[src/rtl/pm_loader_pkg.sv]
// Shared definitions for the program-memory loader: CPU modes, default widths, FSM states.
package pm_loader_pkg;

    localparam int unsigned PM_ADDRESS_WIDTH    = 4;
    localparam int unsigned PM_INSTR_WORD_WIDTH = 8;

    localparam logic [1:0] MODE_RUN     = 2'd0;
    localparam logic [1:0] MODE_PROG_PM = 2'd1;
    localparam logic [1:0] MODE_PROG_DM = 2'd2;
    localparam logic [1:0] MODE_HALT    = 2'd3;

    typedef enum logic [2:0] {
        PML_IDLE   = 3'd0,
        PML_SHIFT  = 3'd1,
        PML_PARITY = 3'd2,
        PML_WRITE  = 3'd3,
        PML_DONE   = 3'd4
    } pml_state_e;

endpackage

[src/rtl/pm_word_shifter.sv]
// Serial-in/parallel-out word register, MSB first, with a bit counter that
// flags the bit completing a word.
module pm_word_shifter
    import pm_loader_pkg::*;
#(
    parameter int unsigned DATA_WIDTH = PM_INSTR_WORD_WIDTH
) (
    input  logic                  clk,
    input  logic                  rst,
    input  logic                  clr,
    input  logic                  shift_en,
    input  logic                  bit_in,
    output logic [DATA_WIDTH-1:0] word_out,
    output logic                  full
);

    localparam int unsigned CNT_W = $clog2(DATA_WIDTH + 1);

    logic [CNT_W-1:0] cnt;

    // High while the bit being shifted in this cycle completes the word.
    assign full = shift_en && (cnt == CNT_W'(DATA_WIDTH - 1));

    always_ff @(posedge clk or posedge rst) begin
        if (rst) begin
            cnt      <= '0;
            word_out <= '0;
        end else if (clr) begin
            cnt      <= '0;
            word_out <= '0;
        end else if (shift_en) begin
            word_out <= {word_out[DATA_WIDTH-2:0], bit_in};
            cnt      <= full ? '0 : cnt + CNT_W'(1);
        end
    end

endmodule

[src/rtl/pm_loader.sv]
// Loads a bit-serial program image into PM while mode is PROG_PM.
// Optional per-word even parity bit enabled by defining PM_LOADER_PARITY_EN.
module pm_loader
    import pm_loader_pkg::*;
#(
    parameter int unsigned ADDRESS_WIDTH = PM_ADDRESS_WIDTH,
    parameter int unsigned DATA_WIDTH    = PM_INSTR_WORD_WIDTH
) (
    input  logic                     clk,
    input  logic                     rst,
    input  logic [1:0]               mode,
    input  logic [ADDRESS_WIDTH:0]   prog_len,
    input  logic                     ser_valid,
    input  logic                     ser_bit,
    output logic                     ser_ready,
    output logic                     pm_we,
    output logic [ADDRESS_WIDTH-1:0] pm_addr,
    output logic [DATA_WIDTH-1:0]    pm_wdata,
    output logic                     busy,
    output logic                     done,
    output logic                     err,
    output logic [ADDRESS_WIDTH:0]   words_written
);

    localparam int unsigned LW = ADDRESS_WIDTH + 1;
    localparam logic [LW-1:0] DEPTH = LW'(1) << ADDRESS_WIDTH;

    pml_state_e state, state_d;

    logic                     prog;
    logic                     prog_q;
    logic                     entry;
    logic [LW-1:0]            len_q, len_d, len_clamp;
    logic [ADDRESS_WIDTH-1:0] addr_d;
    logic [LW-1:0]            ww_d;
    logic                     err_d;
    logic                     clr;
    logic                     shift_en;
    logic                     full;
    logic [DATA_WIDTH-1:0]    word;

    assign prog      = (mode == MODE_PROG_PM);
    assign entry     = prog && !prog_q;
    assign len_clamp = (prog_len > DEPTH) ? DEPTH : prog_len;
    assign pm_wdata  = word;

    pm_word_shifter #(
        .DATA_WIDTH (DATA_WIDTH)
    ) u_shifter (
        .clk      (clk),
        .rst      (rst),
        .clr      (clr),
        .shift_en (shift_en),
        .bit_in   (ser_bit),
        .word_out (word),
        .full     (full)
    );

    // Next state and next register values; leaving PROG mid-load aborts.
    always_comb begin
        state_d  = state;
        len_d    = len_q;
        addr_d   = pm_addr;
        ww_d     = words_written;
        err_d    = err;
        clr      = 1'b0;
        shift_en = 1'b0;
        case (state)
            PML_IDLE: begin
                if (entry) begin
                    len_d   = len_clamp;
                    addr_d  = '0;
                    ww_d    = '0;
                    err_d   = 1'b0;
                    clr     = 1'b1;
                    state_d = (len_clamp == '0) ? PML_DONE : PML_SHIFT;
                end
            end
            PML_SHIFT: begin
                if (!prog) begin
                    err_d   = 1'b1;
                    clr     = 1'b1;
                    state_d = PML_IDLE;
                end else if (ser_valid) begin
                    shift_en = 1'b1;
`ifdef PM_LOADER_PARITY_EN
                    if (full) state_d = PML_PARITY;
`else
                    if (full) state_d = PML_WRITE;
`endif
                end
            end
`ifdef PM_LOADER_PARITY_EN
            PML_PARITY: begin
                if (!prog) begin
                    err_d   = 1'b1;
                    clr     = 1'b1;
                    state_d = PML_IDLE;
                end else if (ser_valid) begin
                    if (ser_bit == ^word) begin
                        state_d = PML_WRITE;
                    end else begin
                        err_d   = 1'b1;
                        clr     = 1'b1;
                        state_d = PML_IDLE;
                    end
                end
            end
`endif
            PML_WRITE: begin
                // The strobe for this word is already on the bus, so it is counted.
                ww_d = words_written + LW'(1);
                if (!prog) begin
                    err_d   = 1'b1;
                    state_d = PML_IDLE;
                end else if (ww_d == len_q) begin
                    state_d = PML_DONE;
                end else begin
                    addr_d  = pm_addr + ADDRESS_WIDTH'(1);
                    state_d = PML_SHIFT;
                end
            end
            PML_DONE: begin
                if (!prog) state_d = PML_IDLE;
            end
            default: state_d = PML_IDLE;
        endcase
    end

    // Status outputs are registered from the next state so they line up with it.
    always_ff @(posedge clk or posedge rst) begin
        if (rst) begin
            state         <= PML_IDLE;
            prog_q        <= 1'b1;
            len_q         <= '0;
            pm_addr       <= '0;
            words_written <= '0;
            err           <= 1'b0;
            pm_we         <= 1'b0;
            busy          <= 1'b0;
            done          <= 1'b0;
            ser_ready     <= 1'b0;
        end else begin
            state         <= state_d;
            prog_q        <= prog;
            len_q         <= len_d;
            pm_addr       <= addr_d;
            words_written <= ww_d;
            err           <= err_d;
            pm_we         <= (state_d == PML_WRITE);
            busy          <= (state_d == PML_SHIFT) || (state_d == PML_PARITY) ||
                             (state_d == PML_WRITE);
            done          <= (state_d == PML_DONE);
            ser_ready     <= (state_d == PML_SHIFT) || (state_d == PML_PARITY);
        end
    end

endmodule

[config.mk]
export PLATFORM = sky130hd
export DESIGN_NAME = pm_loader
export DESIGN_NICKNAME = d
export VERILOG_FILES = /design/src/rtl/pm_loader_pkg.sv /design/src/rtl/pm_word_shifter.sv /design/src/rtl/pm_loader.sv
export SDC_FILE = /design/constraint.sdc
export NUM_CORES = 1
export LEC_CHECK = 0
export CORE_ASPECT_RATIO = 2
export CORE_UTILIZATION = 51
export DETAILED_ROUTE_END_ITERATION = 10
export PLACE_DENSITY = 0.79
export SETUP_SLACK_MARGIN = 0.5
export SLEW_MARGIN = 5
export SYNTH_ARGS = -nofsm -noshare
export SYNTH_HDL_FRONTEND = slang
export SYNTH_SLANG_ARGS = --single-unit
[constraint.sdc]
create_clock -name clk -period 2.1 [get_ports clk]
set_input_delay 0.21 -clock clk [delete_from_list [all_inputs] [get_ports clk]]
set_output_delay 0.21 -clock clk [all_outputs]
set_load 0.03 [all_outputs]
# == After elaboration in Yosys (flattened, before gate mapping) ==
# Index checks and enable logic that the tools add are counted.
# totals
ff_bits,35
latch_bits,0
mem_bits_rw,0
romBits,0
in_bits,11
output_inout_bits,22
elab_cells,75
n_memories,0
# classes
n_addsub,3
mul,0
div,0
order_cmp,1
n_eq_ne,14
n_shift,0
mux,30
bitwise,0
n_reduce_logical,15
# op_table
operator,count
$mux W3,8
$mux W4,6
$mux W8,2
$pmux W3 S4,1
$mux W5,2
$pmux W5 S2,1
$eq A3 B2 Y1 const B,3
$add A4 B1 Y4 const B,2
$ne A2 B2 Y1 const B,4
$pmux W4 S2,1
$mux W1,7
$eq A3 B1 Y1 const B,2
$eq A3 B3 Y1 const B,2
$reduce_bool A2 Y1,3
$add A5 B1 Y5 const B,1
$eq A5 B5 Y1,1
$gt A5 B5 Y1 const B,1
$logic_not A5 Y1,1
$eq A4 B3 Y1 const B,1
$pmux W1 S2,2
$reduce_and A2 Y1,2
$reduce_and A4 Y1,1
$logic_not A3 Y1,1
$reduce_and A3 Y1,1
5 further kinds,7

# == Logic depth before layout (Yosys ltp) ==
# logic_depth
depth_word,11
depth_mapped,8
depth_no_buf,6

# == Cells and area by module ==
# From an unflattened synthesis, not the netlist that was laid out.
# hier_totals
hier_cells,156
hier_area_um2,1699.1
# modules_own_cells
module,instances,cells_per_inst,area_each_um2,seq_area_each_um2
pm_loader,1,111,1118.6,576.8
pm_word_shifter,1,45,580.6,300.3

# == Worst setup path after synthesis ==
# No wires, ideal clock.
# synth_timing
path_kind,flip-flop to flip-flop
startpoint,reg words_written[0]
endpoint,reg pm_addr[3]
setup_time_ps,77
t_arrival_ps,2026
required_time_ps,2023
path_slack_ps,-3
stages_incl_launch_ff,7
path_buffers,0
period_less_slack_ps,2103
cell_sequence,dfrtp_1 ha_1 xnor2_1 a221oi_2 o2111a_2 or4_1 a21oi_1
# synth_between
elab_chain_len,4
# synth_rtl
element,line_no,source
start: declaration,pm_loader.sv:22,output logic [ADDRESS_WIDTH:0] words_written
start signal: assignment,pm_loader.sv:148,words_written <= ww_d;
$add A5 B1 Y5,pm_loader.sv:112,ww_d = words_written + LW'(1);
$eq A5 B5 Y1,pm_loader.sv:116,end else if (ww_d == len_q) begin
$ne A2 B2 Y1 (no source line),--,
$reduce_and A4 Y1 (no source line),--,
end signal: assignment,pm_loader.sv:147,pm_addr <= addr_d;
end: declaration,pm_loader.sv:17,"output logic [ADDRESS_WIDTH-1:0] pm_addr,"
# Every way passes these cells.
# A chain may end at the register's enable or synchronous reset.

# == Final worst setup path ==
# layout_timing
startpoint,reg words_written[0]
endpoint,reg pm_addr[0]
# The elaborated chain is that of the path after synthesis.

==> out/qor.txt <==
pin count of the biggest net entering global routing: 26
post-synth top area cell: dfrtp_1
vias in the first global route: 1484
core area: 0.00316 sq mm
Max Clock Freq: 0.556 GHz
area of the multi-input gates: 835 sq um
placed cell area: 0.00209 sq mm
Yosys Warn Count: 0
overall global routing resource usage: 24.3%
Final Hold Vio Count: 0
Die Area: 0.00352 sq mm
Finished Layout Cells: 251
max-slew violations: 0
Static Leakage: 1.10 nW
synthesized flop and latch total: 35
Worst Max-Slew Pin Slew: 0.461 ns
clock buffer depth: 2
peak supply drop: 0.000507 V
vias: 1437
nets@finish: 233
routed vias/inst: 5.73
Cells after Synth: 168
DRT iter0 DRCs: 38
part of the cycle the worst path needs: 85.6%
clk_skew: 0.00837 ns
WP data arrival: 2.00 ns
CTS tree: done
count of input and output buffers: 32
total grt overflow: 0
WP data required: 2.30 ns
Avg Cell Area, Syn: 9.94 sq um
placed insts: 231
Critical Path Sink: pm_addr[0]$_DFFE_PP0P_
total power: 0.00136 W
FF-to-FF End: pm_addr[0]$_DFFE_PP0P_
Setup crit start kind: flop
Seq/Total Area, Yosys: 52.5%
wire length per cell: 16.0 um
Syn Nets: 182
top cells by area, synth: dfrtp_1 51%, nand2_1 8.5%, a21oi_1 4.8%
final instance area: 0.00234 sq mm
drt first pass iters: 4
Netlist cell types: 37
initial antenna violation count: 0
# setup viols final: 0
# rows: 29
clock latency at the later pin of the worst-skew pair: 0.28 ns
global-route wire length before repair: 6570 um
Layout area overhead: 40.4%
final WL: 4000 um
layout cells sized above 1: 22.3%
final antenna-violating net count: 0
diodes inserted: 0
Worst Setup SP: words_written[0]$_DFFE_PP0P_
Mapped Area: 0.00167 sq mm
DRC: 0
Seq. cell area: 882 sq um
RSZ-0062 raised after global routing: true
CP max FO: 7
Worst R2R Setup Slack: 0.30 ns
worst r2r path cells: 6
Final Core Density: 74.2%
CTS Hold Bufs: 0
H-tree lvl count: 2
status: completed
Min Clock Period, post-route: 1.80 ns
hpwl dp: 2830 um
GPL Wtd Cong: 0.868
Fillers: 233
Worst Setup End Kind: flop
IO Count: 33
starting density of the core: 52.9%
Clock Sinks: 35
Hold Path Class: primary input to async pin
RR Startpoint: words_written[0]$_DFFE_PP0P_
Yosys top cell area share: 51.0%
Root Driver: clkbuf_8
Setup TNS: 0 ns
TritonCTS Buffers: 5
number of max-cap violations: 0
Cell Pwr Density: 580 mW/mm^2
Slew HR: 69.3%
Die Ht: 82.9 um
Die X: 42.5 um
Crit Path Category: flop to flop
clk slew on worst S/H paths: 0.07 ns
-- per-layer routing --
layer	wire length, um	track usage (%)
met5	0	0
met2	2390	46.3
met3	140	5.00
met1	1420	23.8
met4	57	10.2
-- registers in the layout, indices dropped and copies added (netlist names) --
signal	cells
busy	1
words_written	5
u_shifter.cnt	4
len_q	5
err	1
prog_q	1
pm_addr	4
u_shifter.word_out	8
state	3
done	1
ser_ready	1
pm_we	1
-- cell type report --
class | count | area share, %
multi-input cells | 123 | 35.6
flip-flops and latches | 35 | 37.6
well taps | 31 | 1.66
clock buffers | 8 | 3.42
repair buffers | 51 | 21.2
inverters | 3 | 0.481
-- synth_stat cells (all sizes together) --
master and number:
nand2 38, dfrtp 34, a21oi 16, o21ai 8, nand2b 6, nand3 6
clkbuf 5, nor2 5, mux2i 4, and4b 3, ha 3, inv 3
xnor2 3, xor2 3, buf 2, nor3 2, nor3b 2, o21ba 2
o31ai 2, o32ai 2, or2 2, or3 2, or4 2, a221oi 1
a22o 1, and2 1, and2b 1, and3 1, dfstp 1, nand3b 1
nand4 1, nand4b 1, nor2b 1, nor4 1, o2111a 1, xnor3 1
-- what timing repair did --
| item | in CTS | in global routing |
|---|---|---|
| resized for setup | 9 | 15 |
| hold endpoints to repair | 0 | 0 |
| buffers inserted | 7 | 5 |
| endpoints found under the setup margin | 25 | 18 |
| pin swaps | 5 | 4 |
| gates cloned | 0 | 0 |
-- layout by cell type, fill, tap and decap left out, drive strengths merged, types with 2 or more instances in the layout --
| cell | instances |
|---|---|
| inv | 3 |
| nand2 | 38 |
| dlygate4sd2 | 5 |
| clkdlybuf4s50 | 24 |
| o21ai | 8 |
| o21ba | 2 |
| or2 | 2 |
| nand3 | 6 |
| dfrtp | 34 |
| mux2i | 4 |
| nand2b | 6 |
| or4 | 2 |
| buf | 19 |
| xnor2 | 3 |
| ha | 3 |
| and4b | 3 |
| dlymetal6s2s | 3 |
| o32ai | 2 |
| clkbuf | 8 |
| nor3b | 2 |
| xor2 | 3 |
| nor2 | 5 |
| o31ai | 2 |
| nor3 | 2 |
| or3 | 2 |
| a21oi | 16 |
-- worst min path at each step --
stage	slack [ns]	to	depth (start not counted)	from
2_1_floorplan	0.32	len_q[4]$_DFFE_PP0P_	2	prog_len[4]
3_3_place_gp	0.49	len_q[4]$_DFFE_PP0P_	2	len_q[4]$_DFFE_PP0P_
3_5_place_dp	0.49	len_q[3]$_DFFE_PP0P_	2	len_q[3]$_DFFE_PP0P_
4_1_cts	0.24	u_shifter.word_out[6]$_DFFE_PP0P_	2	rst
5_1_grt	0.28	u_shifter.word_out[7]$_DFFE_PP0P_	2	rst
6_report	0.24	u_shifter.word_out[2]$_DFFE_PP0P_	2	rst
-- logic make-up (layout without fill, tap and decap cells) --
kind of cell    count (synthesis)  count (layout)  synth area share (%)
simple gates                   76              76                  23.0
flops                          35              35                  52.5
compound gates                 33              33                  12.5
buf+inv                        10              62                  2.77
xor+xnor                        7               7                  4.50
mux                             4               4                  2.40
fa+ha+maj                       3               3                  2.25
-- critical path, stage by stage, from the launching register on --
cell and delay (ns):
dfrtp_2 0.43, ha_4 0.19, o21ba_4 0.19, a221oi_2 0.24, o2111a_2 0.31, or2_4 0.16
mux2i_1 0.20
-- report_power, final --
group | internal (W) | switching [W]
clock network | 0.000235 | 0.000225
logic | 0.0000879 | 0.0000899
registers | 0.000700 | 0.0000215
-- metrics by stage --
step | setup slack [ns] | hold slack (ns)
6_report | 0.301 | 0.235
5_1_grt | 0.232 | 0.279
4_1_cts | 0.299 | 0.237
3_5_place_dp | 0.190 | 0.493
3_3_place_gp | 0.271 | 0.486
2_1_floorplan | 0.336 | 0.315
Note: power is estimated with default switching activity, not from simulation.
